[src/rtl/msdf_otf_converter.sv]
// Converts an MSD-first radix-2 signed-digit stream into a two's-complement
// frame value using on-the-fly conversion (Q / QM register pair, no CPA).
module msdf_otf_converter #(
  parameter int unsigned N = 8
) (
  input  logic         clk,
  input  logic         rst,
  input  logic [1:0]   in_digit,
  input  logic         in_valid,
  output logic         in_ready,
  output logic [N:0]   result,
  output logic         result_valid,
  input  logic         result_ready,
  output logic         digit_err
);

  localparam int unsigned CW = $clog2(N + 1);

  // Digit codes shared with the MSDF adder.
  localparam logic [1:0] R2_ZERO    = 2'b00;
  localparam logic [1:0] R2_POS_ONE = 2'b01;
  localparam logic [1:0] R2_NEG_ONE = 2'b11;

  typedef enum logic [1:0] {
    IDLE,
    ACC,
    DONE
  } state_t;

  state_t        state, state_next;
  logic [N:0]    q, qm, q_next, qm_next;
  logic [CW-1:0] cnt;
  logic          accept, last, illegal;

  // Handshake decode; ready depends only on state to avoid a comb loop.
  always_comb begin
    accept = in_valid && (state != DONE);
    last   = (cnt == CW'(N - 1));
  end

  // Next-state and handshake outputs.
  always_comb begin
    state_next   = state;
    in_ready     = 1'b1;
    result_valid = 1'b0;
    case (state)
      IDLE: if (accept) state_next = last ? DONE : ACC;
      ACC:  if (accept && last) state_next = DONE;
      DONE: begin
        in_ready     = 1'b0;
        result_valid = 1'b1;
        if (result_ready) state_next = IDLE;
      end
      default: state_next = IDLE;
    endcase
  end

  // On-the-fly append: each update is a shift plus a constant LSB.
  always_comb begin
    illegal = 1'b0;
    q_next  = {q[N-1:0], 1'b0};
    qm_next = {qm[N-1:0], 1'b1};
    case (in_digit)
      R2_POS_ONE: begin
        q_next  = {q[N-1:0], 1'b1};
        qm_next = {q[N-1:0], 1'b0};
      end
      R2_NEG_ONE: begin
        q_next  = {qm[N-1:0], 1'b1};
        qm_next = {qm[N-1:0], 1'b0};
      end
      R2_ZERO: begin
        q_next  = {q[N-1:0], 1'b0};
        qm_next = {qm[N-1:0], 1'b1};
      end
      default: illegal = 1'b1;
    endcase
  end

  // State, conversion registers, digit counter and sticky error flag.
  always_ff @(posedge clk) begin
    if (rst) begin
      state     <= IDLE;
      q         <= '0;
      qm        <= '1;
      cnt       <= '0;
      digit_err <= 1'b0;
    end else begin
      state <= state_next;
      if (state == DONE) begin
        if (result_ready) begin
          q   <= '0;
          qm  <= '1;
          cnt <= '0;
        end
      end else if (accept) begin
        q         <= q_next;
        qm        <= qm_next;
        cnt       <= cnt + CW'(1);
        digit_err <= (state == IDLE) ? illegal : (digit_err | illegal);
      end
    end
  end

  always_comb result = q;

endmodule

[config.mk]
export PLATFORM = sky130hd
export DESIGN_NAME = msdf_otf_converter
export DESIGN_NICKNAME = d
export VERILOG_FILES = /design/src/rtl/msdf_otf_converter.sv
export SDC_FILE = /design/constraint.sdc
export NUM_CORES = 1
export LEC_CHECK = 0
export CAP_MARGIN = 20
export CORE_ASPECT_RATIO = 1.1
export CORE_MARGIN = 4
export CORE_UTILIZATION = 50
export DETAILED_ROUTE_END_ITERATION = 12
export GPL_TIMING_DRIVEN = 0
export PLACE_DENSITY = 0.81
export SKIP_LAST_GASP = 1
export SYNTH_ARGS = -nofsm -noshare
export SYNTH_HDL_FRONTEND = slang
export SYNTH_SLANG_ARGS = --single-unit
[constraint.sdc]
create_clock -name clk -period 1.6 [get_ports clk]
set_input_delay 0.32 -clock clk [delete_from_list [all_inputs] [get_ports clk]]
set_output_delay 0.32 -clock clk [all_outputs]
set_load 0.01 [all_outputs]
==> impl_metrics.yaml, run 1 <==
run_status:
  status: "complete, no violations"
place:
  post-dp-hpwl_mm: 1.56
  port_buffers: 17
  gp_congestion: 0.838
  placedCellCount: 159
global_routing:
  track_usage_pct: 16.4
  grt_pass1_vias: 877
  grt_pass1_wl_mm: 3.78
  antenna_found_initial: 0
  grt_max_degree: 15
  overflow: 0
synthesis:
  synth-simple-area-share_pct: 15.4
  synthAdderAreaFrac_pct: 1.14
  syn_inst: 114
  synth-warning-count: 0
  ys_top_cells_by_area: "dfxtp_1 44%, mux2_2 14%, a22oi_1 6.8%, nand2b_1 4.6%, nor2_1 4.1%"
  netlist-cell-type-count: 28
  syn_area_mm2: 0.00110
  ys_ff_latch: 24
  synth_top_family_by_area: "compound AO/OA/AOI/OAI gates"
  avgSynthCellArea_um2: 9.64
  synth_xor_area_share_pct: 0
  synth_fp_nets: 121
  synthMuxAreaShare_pct: 18.0
  synth_top_area_share_pct: 43.7
  yosysSeqAreaShare_pct: 43.7
  synth_compound_area_share_pct: 18.1
  yosys.area.top_type: "dfxtp_1"
die:
  die_y_um: 57.2
  core-area_mm2: 0.00204
  initial_core_util_pct: 53.8
  die_w_um: 52.7
  die-area_mm2: 0.00301
  num_rows: 17
  io-pin-count: 18
critical_path:
  cp_max_fo: 4
  critPathRequiredTime_ns: 1.28
  cp.arrival_ns: 1.22
  reg2reg_depth: 5
  worst-path-buf-inv: 1
  worst-path-stages: 1
  cp_cell_sequence: "clkdlybuf4s50_1"
  path_class: "reg -> out"
  critical-path-top-delay-family: "buffers and inverters"
  max_stage_delay_ns: 0.53
  critPathLaunchType: "flip-flop"
  cp-end-kind: "primary output"
  crit_path_top_delay_cell: "clkdlybuf4s50_1"
timing:
  skew_ns: 0.0117
  tightest_slew_ns: 0.494
  finalSetupViolations: 0
  drv_slew: 0
  max_freq_ghz: 0.647
  rsz0062_at_grt: "yes"
  min_period_ns: 1.54
  hold_violations: 0
  max_slew_margin_pct: 67.1
  fin_setup_tns_ns: 0
  min_period_over_period_pct: 96.5
clock_tree:
  clkTransAtPathRegs_ns: 0.14
  cts_buffers: 3
  htree_levels: 1
  clock_path_buffers: 2
  clk_root_buffer_cell: "clkbuf_4"
  cts_tree: "done"
  clk-insertion-delay-late_ns: 0.32
  clock-sinks: 24
run:
  drv_cap: 0
cells_and_area:
  synthToLayoutAreaGrowth_pct: 25.1
  diodes: 0
  drive_above_1_share_pct: 26.7
  num-fill-cells: 177
  multi_input_area_um2: 586
  seqCellArea_um2: 492
  final_cell_mix: "15 x dfxtp_1, 15 x clkdlybuf4s50_1, 14 x mux2_2, 12 x nor2_1, 10 x a22oi_1"
  nNetsFinal: 143
  instances_no_fill: 163
detailed_routing:
  dr.pass1.iters: 4
  num_vias: 911
  vias_per_cell: 5.59
  ant_nets: 0
  first_iter_violations: 23
  drt-total-wl_mm: 2.22
  drc: 0
  wire_per_inst_um: 13.6
power:
  p_per_area_mw_per_mm2: 934
  leakage_nw: 0.532
  ir_drop_uv: 613
min_path:
  hold_path_class: "reg -> reg"
  min_delay_path_depth: 2
==> state kept, by name, indices dropped and copies added (netlist names) <==
| register | count |
|---|---|
| result | 9 |
| qm | 8 |
| cnt | 4 |
| state | 2 |
| digit_err | 1 |
==> cell usage after synthesis <==
cell / count
dfxtp_1: 24
mux2_2: 14
nor2_1: 12
a22oi_1: 10
nand2b_1: 8
o22ai_1: 6
a21oi_1: 5
nor3_1: 5
clkbuf_1: 4
mux2i_1: 4
inv_1: 3
nand2_1: 2
o21ai_0: 2
a21o_1: 1
a2bb2oi_1: 1
a31oi_1: 1
buf_4: 1
ha_1: 1
inv_4: 1
nand2b_2: 1
nand3_1: 1
nand3b_1: 1
nor2b_1: 1
o211a_1: 1
o21ba_2: 1
o2bb2ai_1: 1
or2b_1: 1
or3_1: 1
==> kinds of logic after synthesis <==
logic type,Yosys count
AO/OA/AOI/OAI,29
adder cells (fa/ha/maj),1
buffers and inverters,9
flip-flops,24
multiplexers,18
AND/OR/NAND/NOR,33
==> worst paths after layout <==
| check | from | end | slack, ns |
|---|---|---|---|
| setup / recovery | result[2]$_SDFFE_PP0P_ | result[2] | 0.06 |
| setup reg to reg | state[0]$_SDFFE_PP0P_ | cnt[2]$_SDFFE_PP0P_ | 0.08 |
| hold / removal | cnt[3]$_SDFFE_PP0P_ | cnt[3]$_SDFFE_PP0P_ | 0.49 |
| hold reg to reg | cnt[3]$_SDFFE_PP0P_ | cnt[3]$_SDFFE_PP0P_ | 0.49 |
==> power by group <==
group / switching (W) / leakage, nW / internal [W]
clock network: 0.000183 / 0.0279 / 0.000253
registers: 0.0000235 / 0.201 / 0.000631
logic: 0.0000847 / 0.304 / 0.000107
==> cell type report <==
| cell class | instances | area share (%) |
|---|---|---|
| clock buffers | 3 | 1.64 |
| plain buffers | 5 | 2.00 |
| multi-input cells | 81 | 42.6 |
| inverters | 4 | 1.28 |
| repair buffers | 17 | 11.9 |
| flip-flops and latches | 24 | 35.8 |
| well taps | 28 | 2.55 |
| clock inverters | 1 | 2.19 |
==> routing by layer <==
metal / part of all wire, % / track usage [%] / routed length (µm)
met1: 46 / 21.7 / 1030
met4: 0.59 / 6.57 / 13
met5: 0 / 0 / 0
met2: 49 / 26.2 / 1090
met3: 3.9 / 2.61 / 87
==> metrics by stage <==
step                      setup WS, ns  hold slack (ns)  area, µm²  util, %  total power (W)
after floorplan                  0.155            0.421       1100        -         0.000785
after global placement          -0.430            0.455       1300     63.8         0.000849
after detailed placement        -0.434            0.467       1300     63.8         0.000854
after CTS                      0.00132            0.499       1360     66.7          0.00129
after global routing           -0.0135            0.526       1370     67.3          0.00134
final                           0.0554            0.494       1370     67.3          0.00128
==> repair_timing <==
action,CTS,global route
gates resized for setup,6,13
endpoints found under the setup margin,13,22
buffers inserted,0,0
hold buffers,0,0
Note: power is estimated with default switching activity, not from simulation.
==> run 2, diff against run 1 <==
--- a/config.mk
+++ b/config.mk
@@ -7,11 +7,11 @@
 export LEC_CHECK = 0
 export CAP_MARGIN = 20
 export CORE_ASPECT_RATIO = 1.1
-export CORE_MARGIN = 4
-export CORE_UTILIZATION = 50
+export CORE_UTILIZATION = 46
+export CTS_CLUSTER_DIAMETER = 60
 export DETAILED_ROUTE_END_ITERATION = 12
 export GPL_TIMING_DRIVEN = 0
-export PLACE_DENSITY = 0.81
+export PLACE_DENSITY = 0.78
 export SKIP_LAST_GASP = 1
 export SYNTH_ARGS = -nofsm -noshare
 export SYNTH_HDL_FRONTEND = slang
==> constraint.sdc (replaced) <==
create_clock -name clk -period 1.4 [get_ports clk]
set_input_delay 0.28 -clock clk [delete_from_list [all_inputs] [get_ports clk]]
set_output_delay 0.28 -clock clk [all_outputs]
set_load 0.01 [all_outputs]
==> run 2 against run 1 <==
Against the previous run: the run now ends with negative setup slack left; cell count rose by 4.9%; first-iteration DRC count is 17% higher; combinational power grew 21%; critical path depth rose by 4; via count is 5.8% higher; total power up 5.0%; largest power group unchanged; core utilization shrank 3.1 points; sequential power increased by 14%; die area decreased by 14%.
==> impl_metrics.yaml, run 2 (synthesis results as in run 1) <==
min_path:
  min_delay_path_depth: 4
  hold_path_class: "in -> reg"
clock_tree:
  clock_path_buffers: 2
  clkTransAtPathRegs_ns: 0.13
  clock-sinks: 24
  cts_hold_buf: 0
  clk-insertion-delay-late_ns: 0.31
  cts_tree: "done"
  cts_buffers: 3
  htree_levels: 1
  clk_root_buffer_cell: "clkbuf_4"
detailed_routing:
  drc: 0
  wire_per_inst_um: 14.6
  dr.pass1.iters: 4
  num_vias: 964
  first_iter_violations: 27
  ant_nets: 0
  drt-total-wl_mm: 2.49
  vias_per_cell: 5.64
run_status:
  status: "complete, but fails checks"
  violations: "negative setup slack"
die:
  io-pin-count: 18
  initial_core_util_pct: 48.8
  die-area_mm2: 0.00259
  core-area_mm2: 0.00225
  die_w_um: 48.6
  num_rows: 18
  die_y_um: 53.3
critical_path:
  cp.arrival_ns: 1.67
  worst-path-buf-inv: 1
  reg2reg_depth: 5
  cp_cell_sequence: "nand2b_4 > clkinv_4 > mux2i_4 > or3_1 > a21oi_2"
  cp-end-kind: "flip-flop"
  critical-path-top-delay-family: "simple AND/OR/NAND/NOR gates"
  worst-path-stages: 5
  critPathRequiredTime_ns: 1.66
  critPathLaunchType: "flip-flop"
  path_class: "reg -> reg"
  crit_path_top_delay_cell: "or3_1"
  max_stage_delay_ns: 0.39
  cp_max_fo: 6
power:
  leakage_nw: 0.628
  ir_drop_uv: 542
  p_per_area_mw_per_mm2: 932
timing:
  fin_setup_tns_ns: -0.0115
  max_freq_ghz: 0.708
  drv_slew: 0
  min_period_over_period_pct: 101
  tightest_slew_ns: 0.510
  fin_ws_ns: -0.0115
  skew_ns: 0.00404
  finalSetupViolations: 1
  hold_violations: 0
  min_period_ns: 1.41
  max_slew_margin_pct: 66.0
cells_and_area:
  final_cell_area_mm2: 0.00145
  nNetsFinal: 149
  final_common_cell: "dfxtp_1"
  drive_above_1_share_pct: 33.3
  final_cell_mix: "15 x dfxtp_1, 14 x mux2_2, 12 x nor2_1, 11 x dlygate4sd2_1, 10 x a22oi_1"
  num-fill-cells: 193
  diodes: 0
  synthToLayoutAreaGrowth_pct: 31.5
  seqCellArea_um2: 492
  largest_register_ffs: 9
  multi_input_area_um2: 623
place:
  gp_congestion: 0.772
  post-dp-hpwl_mm: 1.62
  place_area_mm2: 0.00131
  port_buffers: 17
run:
  drv_cap: 0
global_routing:
  overflow: 0
  grt_max_degree: 14
  antenna_found_initial: 0
  grt_pass1_vias: 839
  grt_pass1_wl_mm: 3.69
  track_usage_pct: 19.2
run 2: changes by cell type in the layout (fill, tap and decap cells not counted), sizes merged:
cell           before  now
clkdlybuf4s50      15    2
dlygate4sd2         1   11
buf                 1    9
dlymetal6s2s        0    2
bufinv              1    0
clkinv              0    1
inv                 4    3
run 2: final cells by class:
cell class                 instances  area share [%]
tap                               30            2.60
sequential                        24            34.0
timing repair buffer              23            13.6
buffer                             5            2.77
inverter                           4            1.39
clock buffer                       4            2.51
multi-input combinational         81            43.1
run 2: power breakdown:
group / total [W] / internal (W) / switching (W)
Sequential: 0.000747 / 0.000721 / 0.0000259
Clock: 0.000368 / 0.000159 / 0.000209
Combinational: 0.000232 / 0.000124 / 0.000108
run 2: timing repair:
item	4_1_cts	5_1_grt
endpoints found under the setup margin	32	18
pin swaps	0	0
gates resized for setup	36	9
endpoints found under the hold margin	0	0
setup buffers	2	4
run 2: per-layer routing:
metal	GRT usage (%)	routed length (µm)	vias to the layer above
li1	-	-	468
met5	0	0	-
met4	8.82	31	0
met3	3.45	113	6
met2	34.3	1190	30
met1	22.8	1160	460
run 2: worst reg2reg max path: stages (launching register included):
cell and delay (ns):
dfxtp_2 0.35, nand2b_4 0.15, clkinv_4 0.10, mux2i_4 0.22, or3_1 0.39, a21oi_2 0.16
run 2: worst paths after layout:
check                                           start                     end  slack (ns)
worst min register to register     qm[0]$_SDFFE_PP1P_      qm[0]$_SDFFE_PP1P_        0.51
worst max register to register  state[0]$_SDFFE_PP0P_     cnt[3]$_SDFFE_PP0P_       -0.01
worst min-delay path                      in_digit[1]  digit_err$_SDFFE_PP0P_        0.43
worst max-delay path            state[0]$_SDFFE_PP0P_     cnt[3]$_SDFFE_PP0P_       -0.01
run 2: stage by stage:
step / util (%) / cells / worst slack (ns) / hold WS (ns) / total power, W
2_1_floorplan: - / 114 / 0.0252 / 0.381 / 0.000898
3_3_place_gp: 58.2 / 161 / -0.593 / 0.456 / 0.000972
3_5_place_dp: 58.2 / 161 / -0.655 / 0.490 / 0.000980
4_1_cts: 61.7 / 167 / -0.117 / 0.427 / 0.00135
5_1_grt: 64.2 / 171 / -0.0511 / 0.427 / 0.00141
6_report: 64.2 / 171 / -0.0115 / 0.425 / 0.00135
